==> config.mk <==
export PLATFORM = sky130hd
export DESIGN_NAME = gen_fifo_sample_reader
export DESIGN_NICKNAME = d
export VERILOG_FILES = /design/src/rtl/gen_fifo_defines_pkg.sv /design/src/rtl/gen_fifo_rate_tick.sv /design/src/rtl/gen_fifo_sample_reader.sv
export SDC_FILE = /design/constraint.sdc
export NUM_CORES = 1
export LEC_CHECK = 0
export BUFFER_PORTS_ARGS = -buffer_cell sky130_fd_sc_hd__buf_2
export CORE_ASPECT_RATIO = 1.75
export CORE_MARGIN = 4
export CORE_UTILIZATION = 29
export DETAILED_ROUTE_END_ITERATION = 6
export PLACE_DENSITY = 0.47
export SLEW_MARGIN = 40
export SYNTH_ARGS = -nofsm -noshare
export SYNTH_HDL_FRONTEND = slang
export SYNTH_SLANG_ARGS = --single-unit
==> constraint.sdc <==
create_clock -name clk -period 6.1 [get_ports clk]
set_input_delay 1.525 -clock clk [delete_from_list [all_inputs] [get_ports clk]]
set_output_delay 1.525 -clock clk [all_outputs]
set_load 0.005 [all_outputs]
==> src/rtl/gen_fifo_defines_pkg.sv <==
// Shared definitions for the generator FIFO slice.
// Provides the sample width / reset value defaults and the sample reader's
// FSM state type and default widths. No ports.

`ifndef DATA_WIDTH
`define DATA_WIDTH 16
`endif
`ifndef RESET_VALUE
`define RESET_VALUE 0
`endif
`ifndef RDR_DIV_WIDTH
`define RDR_DIV_WIDTH 16
`endif
`ifndef RDR_UFLOW_CNT_WIDTH
`define RDR_UFLOW_CNT_WIDTH 8
`endif

package gen_fifo_defines_pkg;

    localparam int unsigned GEN_DATA_WIDTH      = `DATA_WIDTH;
    localparam int          GEN_RESET_VALUE     = `RESET_VALUE;
    localparam int unsigned RDR_DIV_WIDTH       = `RDR_DIV_WIDTH;
    localparam int unsigned RDR_UFLOW_CNT_WIDTH = `RDR_UFLOW_CNT_WIDTH;

    typedef enum logic [1:0] {
        RDR_IDLE,
        RDR_WAIT,
        RDR_CAPTURE,
        RDR_OUT
    } rdr_state_t;

endpackage

==> src/rtl/gen_fifo_rate_tick.sv <==
// Programmable rate divider: one tick every div+1 cycles while enabled.
// Ports: clk, rst (async active-low), en (count enable, clears when low),
// div (live divisor), tick (combinational, high when count == div).

module gen_fifo_rate_tick
    import gen_fifo_defines_pkg::*;
#(
    parameter int unsigned DIV_WIDTH = RDR_DIV_WIDTH
) (
    input  logic                 clk,
    input  logic                 rst,
    input  logic                 en,
    input  logic [DIV_WIDTH-1:0] div,
    output logic                 tick
);

    logic [DIV_WIDTH-1:0] cnt_q, cnt_d;

    assign tick = en && (cnt_q == div);

    always_comb begin
        cnt_d = cnt_q + DIV_WIDTH'(1);
        if (!en || tick) begin
            cnt_d = '0;
        end
    end

    always_ff @(posedge clk or negedge rst) begin
        if (!rst) begin
            cnt_q <= '0;
        end else begin
            cnt_q <= cnt_d;
        end
    end

endmodule

==> src/rtl/gen_fifo_sample_reader.sv <==
// Read-side consumer of the generator FIFO. Pops one sample per rate tick and
// presents it on a valid/ready interface; repeats the last sample on underflow.
// Ports: clk, rst (async active-low), en_i, div_i (tick every div_i+1 cycles),
// empty_i / rd_en_o / data_i (FIFO read port, data one cycle after pop),
// data_o / valid_o / ready_i (sink), underflow_o (pulse), uflow_cnt_o
// (saturating), missed_o (sticky: tick dropped outside WAIT, cleared in IDLE).

module gen_fifo_sample_reader
    import gen_fifo_defines_pkg::*;
#(
    parameter int unsigned DATA_WIDTH      = GEN_DATA_WIDTH,
    parameter int unsigned DIV_WIDTH       = RDR_DIV_WIDTH,
    parameter int unsigned UFLOW_CNT_WIDTH = RDR_UFLOW_CNT_WIDTH
) (
    input  logic                         clk,
    input  logic                         rst,
    input  logic                         en_i,
    input  logic [DIV_WIDTH-1:0]         div_i,
    input  logic                         empty_i,
    output logic                         rd_en_o,
    input  logic signed [DATA_WIDTH-1:0] data_i,
    output logic signed [DATA_WIDTH-1:0] data_o,
    output logic                         valid_o,
    input  logic                         ready_i,
    output logic                         underflow_o,
    output logic [UFLOW_CNT_WIDTH-1:0]   uflow_cnt_o,
    output logic                         missed_o
);

    localparam logic signed [DATA_WIDTH-1:0] RST_DATA = DATA_WIDTH'(GEN_RESET_VALUE);

    rdr_state_t                   state_q, state_d;
    logic signed [DATA_WIDTH-1:0] data_q, data_d;
    logic [UFLOW_CNT_WIDTH-1:0]   uflow_cnt_q, uflow_cnt_d;
    logic                         underflow_q, underflow_d;
    logic                         missed_q, missed_d;
    logic                         tick;

    gen_fifo_rate_tick #(
        .DIV_WIDTH (DIV_WIDTH)
    ) u_rate_tick (
        .clk  (clk),
        .rst  (rst),
        .en   (en_i),
        .div  (div_i),
        .tick (tick)
    );

    assign rd_en_o = (state_q == RDR_WAIT) && tick && !empty_i && en_i;

    always_comb begin
        state_d     = state_q;
        data_d      = data_q;
        uflow_cnt_d = uflow_cnt_q;
        underflow_d = 1'b0;
        missed_d    = missed_q;
        unique case (state_q)
            RDR_IDLE: begin
                missed_d = 1'b0;
                if (en_i) begin
                    state_d = RDR_WAIT;
                end
            end
            RDR_WAIT: begin
                if (!en_i) begin
                    state_d = RDR_IDLE;
                end else if (tick) begin
                    if (!empty_i) begin
                        state_d = RDR_CAPTURE;
                    end else begin
                        // Underflow: re-present the held sample.
                        state_d     = RDR_OUT;
                        underflow_d = 1'b1;
                        if (uflow_cnt_q != '1) begin
                            uflow_cnt_d = uflow_cnt_q + UFLOW_CNT_WIDTH'(1);
                        end
                    end
                end
            end
            RDR_CAPTURE: begin
                // Capture even if en_i just fell, so a popped sample is never lost.
                data_d  = data_i;
                state_d = RDR_OUT;
                if (tick) begin
                    missed_d = 1'b1;
                end
            end
            RDR_OUT: begin
                if (tick) begin
                    missed_d = 1'b1;
                end
                if (ready_i) begin
                    state_d = en_i ? RDR_WAIT : RDR_IDLE;
                end
            end
            default: state_d = RDR_IDLE;
        endcase
    end

    always_ff @(posedge clk or negedge rst) begin
        if (!rst) begin
            state_q     <= RDR_IDLE;
            data_q      <= RST_DATA;
            uflow_cnt_q <= '0;
            underflow_q <= 1'b0;
            missed_q    <= 1'b0;
        end else begin
            state_q     <= state_d;
            data_q      <= data_d;
            uflow_cnt_q <= uflow_cnt_d;
            underflow_q <= underflow_d;
            missed_q    <= missed_d;
        end
    end

    assign data_o      = data_q;
    assign valid_o     = (state_q == RDR_OUT);
    assign underflow_o = underflow_q;
    assign uflow_cnt_o = uflow_cnt_q;
    assign missed_o    = missed_q;

endmodule

## Word-level counts from Yosys, hierarchy flattened

Cells that the tools add are included.
Widths: inputs -> output; s select.

| storage, ports and cells | value |
|---|---|
| input bits | 37 |
| bits in registers | 44 |

| operators by class | value |
|---|---|
| multiplexer cells | 14 |
| equal/unequal tests | 9 |
| add/subtract/negate cells | 2 |
| reduce and logical (&&, ||, !) cells | 13 |

Operator list:

| cell | count |
|---|---|
| $add 16x1->16 const B | 1 |
| $eq 16x16->1 | 1 |
| $mux 16 | 1 |
| $add 8x1->8 const B | 1 |
| $mux 2 | 4 |
| $ne 8x8->1 const B | 1 |
| $pmux 2 s4 | 1 |
| $mux 1 | 7 |
| $reduce_and 5->1 | 1 |
| $eq 2x2->1 const B | 2 |
| $logic_and 1x1->1 | 4 |
| $ne 2x1->1 const B | 2 |
| $ne 3x3->1 const B | 1 |
| $reduce_and 3->1 | 1 |
| $eq 2x1->1 const B | 1 |
| $logic_not 1->1 | 2 |
| $logic_not 2->1 | 1 |
| $ne 2x2->1 const B | 1 |
| $pmux 1 s2 | 1 |
| $reduce_and 2->1 | 1 |
| $reduce_bool 2->1 | 1 |
| $reduce_or 2->1 | 1 |
| $logic_or 1x1->1 | 1 |

## Longest topological paths before layout

| depth | value |
|---|---|
| depth in word-level cells | 5 |
| depth in mapped cells | 6 |
| gate-level depth less buffers | 6 |

## Cells and area by module

A second synthesis with hierarchy kept.

| unflattened totals | value |
|---|---|
| cell total of the unflattened synthesis | 190 |
| area, all modules | 2178.3 µm² |

Modules (own cells, without submodules):

| module | seq. area each (µm²) | cells an instance | area an instance (µm²) | times used |
|---|---|---|---|---|
| gen_fifo_sample_reader | 700.7 | 89 | 1183.6 | 1 |
| gen_fifo_rate_tick | 400.4 | 101 | 994.7 | 1 |

## Worst setup path before layout

No wires, ideal clock.

| path | value |
|---|---|
| path type | input port to output port |
| start | input port div_i[15] |
| end | output port rd_en_o |
| arrival | 2678 ps |
| path slack | 1897 ps |
| data required time | 4575 ps |
| cell stages on the path | 6 |
| buffers on the path | 1 |
| path through | xor2_1 nor4_1 nand4_1 buf_6 or2_2 nor2_1 |

| between the ends | value |
|---|---|
| word-level cells in the longest chain between the ends | 5 |

RTL lines:

| element | line | source |
|---|---|---|
| start, declared | gen_fifo_sample_reader.sv:18 | `input logic [DIV_WIDTH-1:0] div_i,` |
| $eq 16x16->1 | gen_fifo_rate_tick.sv:19 | `assign tick = en && (cnt_q == div);` |
| $logic_and 1x1->1 | gen_fifo_rate_tick.sv:19 |  |
| $logic_and 1x1->1 (3 in a row) | gen_fifo_sample_reader.sv:49 | `assign rd_en_o = (state_q == RDR_WAIT) && tick && !empty_i && en_i;` |
| end, declared | gen_fifo_sample_reader.sv:20 | `output logic rd_en_o,` |

Every way passes these cells.

## Final worst setup path

Same ends and word-level chain as after synthesis.

==> impl_metrics.prom <==
# TYPE chip_impl_metric gauge
chip_impl_metric{name="postCtsSetupBuffers",unit=""} 0
chip_impl_metric{name="cts-buffers-inserted",unit=""} 5
chip_impl_metric{name="io_pins",unit=""} 65
chip_impl_metric{name="wire_length_per_cell",unit="um"} 14.17
chip_impl_metric{name="detailedRoute.firstIterationViolations",unit=""} 47
chip_impl_metric{name="clock.fmax",unit="MHz"} 205.3
chip_impl_info{name="commonest_non_fill_non_tap_cell_in_the_layout",value="sky130_fd_sc_hd__buf_2"} 1
chip_impl_metric{name="routed_vias_inst",unit=""} 4.620
chip_impl_metric{name="route.vias.total",unit=""} 1557
chip_impl_metric{name="sum_of_net_half_perimeters_after_detailed_placement",unit="um"} 3535
chip_impl_metric{name="gp_congestion",unit=""} 0.7361
chip_impl_metric{name="drc_violation_count_after_routing",unit=""} 0
chip_impl_metric{name="clk_latency",unit="ns"} 0.28
chip_impl_metric{name="grt_use_total",unit="%"} 11.85
chip_impl_metric{name="arrival",unit="ns"} 3.35
chip_impl_metric{name="dpl.cell_count",unit=""} 329
chip_impl_metric{name="critical_path.max_fanout",unit=""} 12
chip_impl_metric{name="number_of_buffers_between_clock_root_and_the_deepest_sink",unit=""} 2
chip_impl_metric{name="post_route_cells_drive_above_1_share",unit="%"} 36.36
chip_impl_metric{name="postSynthRegisterBits",unit=""} 44
chip_impl_metric{name="grt-ovfl-total",unit=""} 0
chip_impl_metric{name="layout.area.seq",unit="um2"} 1101
chip_impl_info{name="critical_path.reg2reg.startpoint",value="u_rate_tick.cnt_q[2]$_DFF_PN0_"} 1
chip_impl_metric{name="grt.met3_usage",unit="%"} 2.179
chip_impl_metric{name="required",unit="ns"} 4.58
chip_impl_metric{name="worst_pin_slew",unit="ns"} 0.5809
chip_impl_metric{name="core.rowCount",unit=""} 40
chip_impl_metric{name="cts_hold_buffers",unit=""} 0
chip_impl_metric{name="synth-async-reset-ratio",unit="%"} 100.0
chip_impl_metric{name="share_of_the_cycle_needed_by_the_critical_path_after_routing",unit="%"} 79.87
chip_impl_metric{name="overall_die_width",unit="um"} 71.72
chip_impl_metric{name="powerDensity",unit="nW/um2"} 228.3
chip_impl_metric{name="post_cts_repair_resize_count",unit=""} 0
chip_impl_metric{name="syn-mean-instance-area",unit="um2"} 11.20
chip_impl_metric{name="finalNetCount",unit=""} 291
chip_impl_metric{name="grt_first_pass_wirelength",unit="um"} 7921
chip_impl_metric{name="finish.cell_count_without_fillers",unit=""} 337
chip_impl_metric{name="number_of_antenna_violations_at_the_first_check_in_global_routing",unit=""} 0
chip_impl_metric{name="cts.sink_count",unit=""} 44
chip_impl_metric{name="grt_start_max_net_pins",unit=""} 45
chip_impl_metric{name="layout_min_cycle_time",unit="ns"} 4.872
chip_impl_info{name="start_kind",value="input port"} 1
chip_impl_metric{name="clkSlewWorstSetupHoldPaths",unit="ns"} 0.06
chip_impl_info{name="most_used_routing_layer_in_global_routing",value="met2"} 1
chip_impl_metric{name="syn-instance-count",unit=""} 184
chip_impl_metric{name="final_max_slew_viol_count",unit=""} 0
chip_impl_metric{name="synth_edf_count",unit=""} 0
chip_impl_metric{name="final.setup.tns",unit="ns"} 0
chip_impl_metric{name="placedInstanceArea",unit="um2"} 2472
chip_impl_info{name="clock_tree_from_tritoncts",value="yes"} 1
chip_impl_metric{name="fillerInstances",unit=""} 714
chip_impl_metric{name="setup.reg_to_reg.worst_slack",unit="ns"} 3.65
chip_impl_metric{name="antennaDiodeCount",unit=""} 0
chip_impl_info{name="layout_common_cells",value="sky130_fd_sc_hd__buf_2 (63), sky130_fd_sc_hd__dfrtp_1 (44), sky130_fd_sc_hd__xor2_1 (28), sky130_fd_sc_hd__nor2_1 (23), sky130_fd_sc_hd__mux2_2 (17)"} 1
chip_impl_info{name="cp-startpoint",value="div_i[15]"} 1
chip_impl_metric{name="grt_use_met1",unit="%"} 13.45
chip_impl_metric{name="effective_utilization_at_floorplan",unit="%"} 29.84
chip_impl_metric{name="max_cap_violations",unit=""} 0
chip_impl_metric{name="fp.dieArea",unit="um2"} 8572
chip_impl_info{name="ctsRootBufferMaster",value="sky130_fd_sc_hd__clkbuf_16"} 1
chip_impl_metric{name="finalInstanceArea",unit="um2"} 2623
chip_impl_metric{name="worst_reg_to_reg_cells",unit=""} 5
chip_impl_info{name="synth-main-ff-cell",value="sky130_fd_sc_hd__dfrtp_1"} 1
chip_impl_metric{name="worst_ir_drop_vdd",unit="uV"} 131.8
chip_impl_info{name="setup_repair_after_global_routing_missed_its_margin",value="no"} 1
chip_impl_metric{name="multi_input_area",unit="um2"} 917.1
chip_impl_metric{name="first_global_vias",unit=""} 1610
chip_impl_metric{name="coreArea",unit="um2"} 6907
chip_impl_metric{name="portbufs",unit=""} 64
chip_impl_metric{name="setup_viol_count_final",unit=""} 0
chip_impl_metric{name="netlist-cell-type-count",unit=""} 26
chip_impl_metric{name="gr-usage-met2",unit="%"} 21.20
chip_impl_metric{name="area.growth.synth_to_final",unit="%"} 27.26
chip_impl_info{name="terminus_of_the_critical_flop_to_flop_path",value="uflow_cnt_o[1]$_DFFE_PN0P_"} 1
chip_impl_metric{name="htreeDepth",unit=""} 2
chip_impl_metric{name="floorplan.die.height",unit="um"} 119.5
chip_impl_metric{name="total_power",unit="uW"} 598.6
chip_impl_metric{name="timing_hold_violations_final",unit=""} 0
chip_impl_metric{name="max_slew_margin",unit="%"} 61.27
chip_impl_metric{name="drt-pass1-iter-count",unit=""} 4
chip_impl_info{name="cp-endpoint",value="rd_en_o"} 1
chip_impl_metric{name="finalWirelength",unit="um"} 4775
chip_impl_metric{name="yosysWarningCount",unit=""} 0
chip_impl_info{name="timing.critical_path.to_type",value="primary output"} 1
chip_impl_metric{name="dpl_worst_slack",unit="ns"} 1.192
chip_impl_metric{name="synth-seq-area-share",unit="%"} 53.43
chip_impl_metric{name="finish.utilization",unit="%"} 37.97
chip_impl_metric{name="clock_skew",unit="ns"} 0.003934
chip_impl_info{name="run_status",value="completed"} 1
chip_impl_metric{name="syn-cell-area",unit="um2"} 2061
chip_impl_metric{name="power_leakage",unit="nW"} 1.392
chip_impl_metric{name="antenna_violation_net_count_after_detailed_routing",unit=""} 0
chip_impl_metric{name="synth_fp_nets",unit=""} 223
chip_impl_info{name="criticalPathCategory",value="input port to primary output"} 1
chip_impl_metric{name="setup_ws",unit="ns"} 1.228
chip_impl_info{name="class_of_the_worst_hold_path",value="flip-flop to flip-flop"} 1
chip_impl_metric{name="holdWs",unit="ns"} 0.4947
per-layer routing:
metal  part of all wire (%)  vias up
met3                    3.1        4
met2                     57       29
met5                      0        -
met1                     39      760
li1                       -      764
met4                    1.5        0
kinds of logic after synthesis:
logic type	Yosys count	share of synthesized area, %
flops	44	53.43
simple gates	71	17.30
xor+xnor	37	15.73
mux	17	9.289
buf+inv	9	2.064
fa+ha+maj	2	1.214
compound gates	4	0.9710
worst min path at each step:
stage | start | endpoint | cells past startpoint
4_1_cts | uflow_cnt_o[6]$_DFFE_PN0P_ | uflow_cnt_o[6]$_DFFE_PN0P_ | 1
2_1_floorplan | uflow_cnt_o[6]$_DFFE_PN0P_ | uflow_cnt_o[6]$_DFFE_PN0P_ | 1
3_3_place_gp | uflow_cnt_o[6]$_DFFE_PN0P_ | uflow_cnt_o[6]$_DFFE_PN0P_ | 1
3_5_place_dp | uflow_cnt_o[6]$_DFFE_PN0P_ | uflow_cnt_o[6]$_DFFE_PN0P_ | 1
6_report | uflow_cnt_o[6]$_DFFE_PN0P_ | uflow_cnt_o[6]$_DFFE_PN0P_ | 1
5_1_grt | uflow_cnt_o[6]$_DFFE_PN0P_ | uflow_cnt_o[6]$_DFFE_PN0P_ | 1
registers in the layout, indices dropped and copies added (netlist names), named ones only:
signal / flops
missed_o: 1
underflow_o: 1
data_o: 16
state_q: 1
u_rate_tick.cnt_q: 16
uflow_cnt_o: 8
synth_stat cells (3+ instances only):
| library cell | instances | area [um2] |
|---|---|---|
| sky130_fd_sc_hd__and3_1 | 3 | 18.77 |
| sky130_fd_sc_hd__dfrtp_1 | 44 | 1101 |
| sky130_fd_sc_hd__inv_1 | 5 | 18.77 |
| sky130_fd_sc_hd__mux2_2 | 17 | 191.4 |
| sky130_fd_sc_hd__nand2_1 | 7 | 26.28 |
| sky130_fd_sc_hd__nand3_1 | 13 | 65.06 |
| sky130_fd_sc_hd__nand4_1 | 3 | 18.77 |
| sky130_fd_sc_hd__nor2_1 | 23 | 86.33 |
| sky130_fd_sc_hd__nor3_1 | 4 | 20.02 |
| sky130_fd_sc_hd__nor4_1 | 9 | 56.30 |
| sky130_fd_sc_hd__xnor2_1 | 9 | 78.83 |
| sky130_fd_sc_hd__xor2_1 | 28 | 245.2 |
layout make-up:
| class | instances | area share, % |
|---|---|---|
| clock inverter | 1 | 0.2863 |
| timing repair buffer | 65 | 12.60 |
| clock buffer | 7 | 5.439 |
| inverter | 5 | 0.7156 |
| multi-input combinational | 131 | 34.97 |
| tap | 84 | 4.008 |
| sequential | 44 | 41.98 |
where the power goes:
group          leakage [nW]  switching (mW)  internal, mW
clock                0.0701           0.108         0.163
combinational         0.712          0.0167        0.0137
sequential            0.610         0.00348         0.294
total                  1.39           0.128         0.471
critical path: stages:
cell and delay, ns:
sky130_fd_sc_hd__buf_2 0.10, sky130_fd_sc_hd__xor2_1 0.15, sky130_fd_sc_hd__nor4_1 0.40, sky130_fd_sc_hd__nand4_1 0.48
sky130_fd_sc_hd__or2_2 0.49, sky130_fd_sc_hd__nor2_1 0.08, sky130_fd_sc_hd__buf_2 0.11
(Power assumes the default switching activity.)
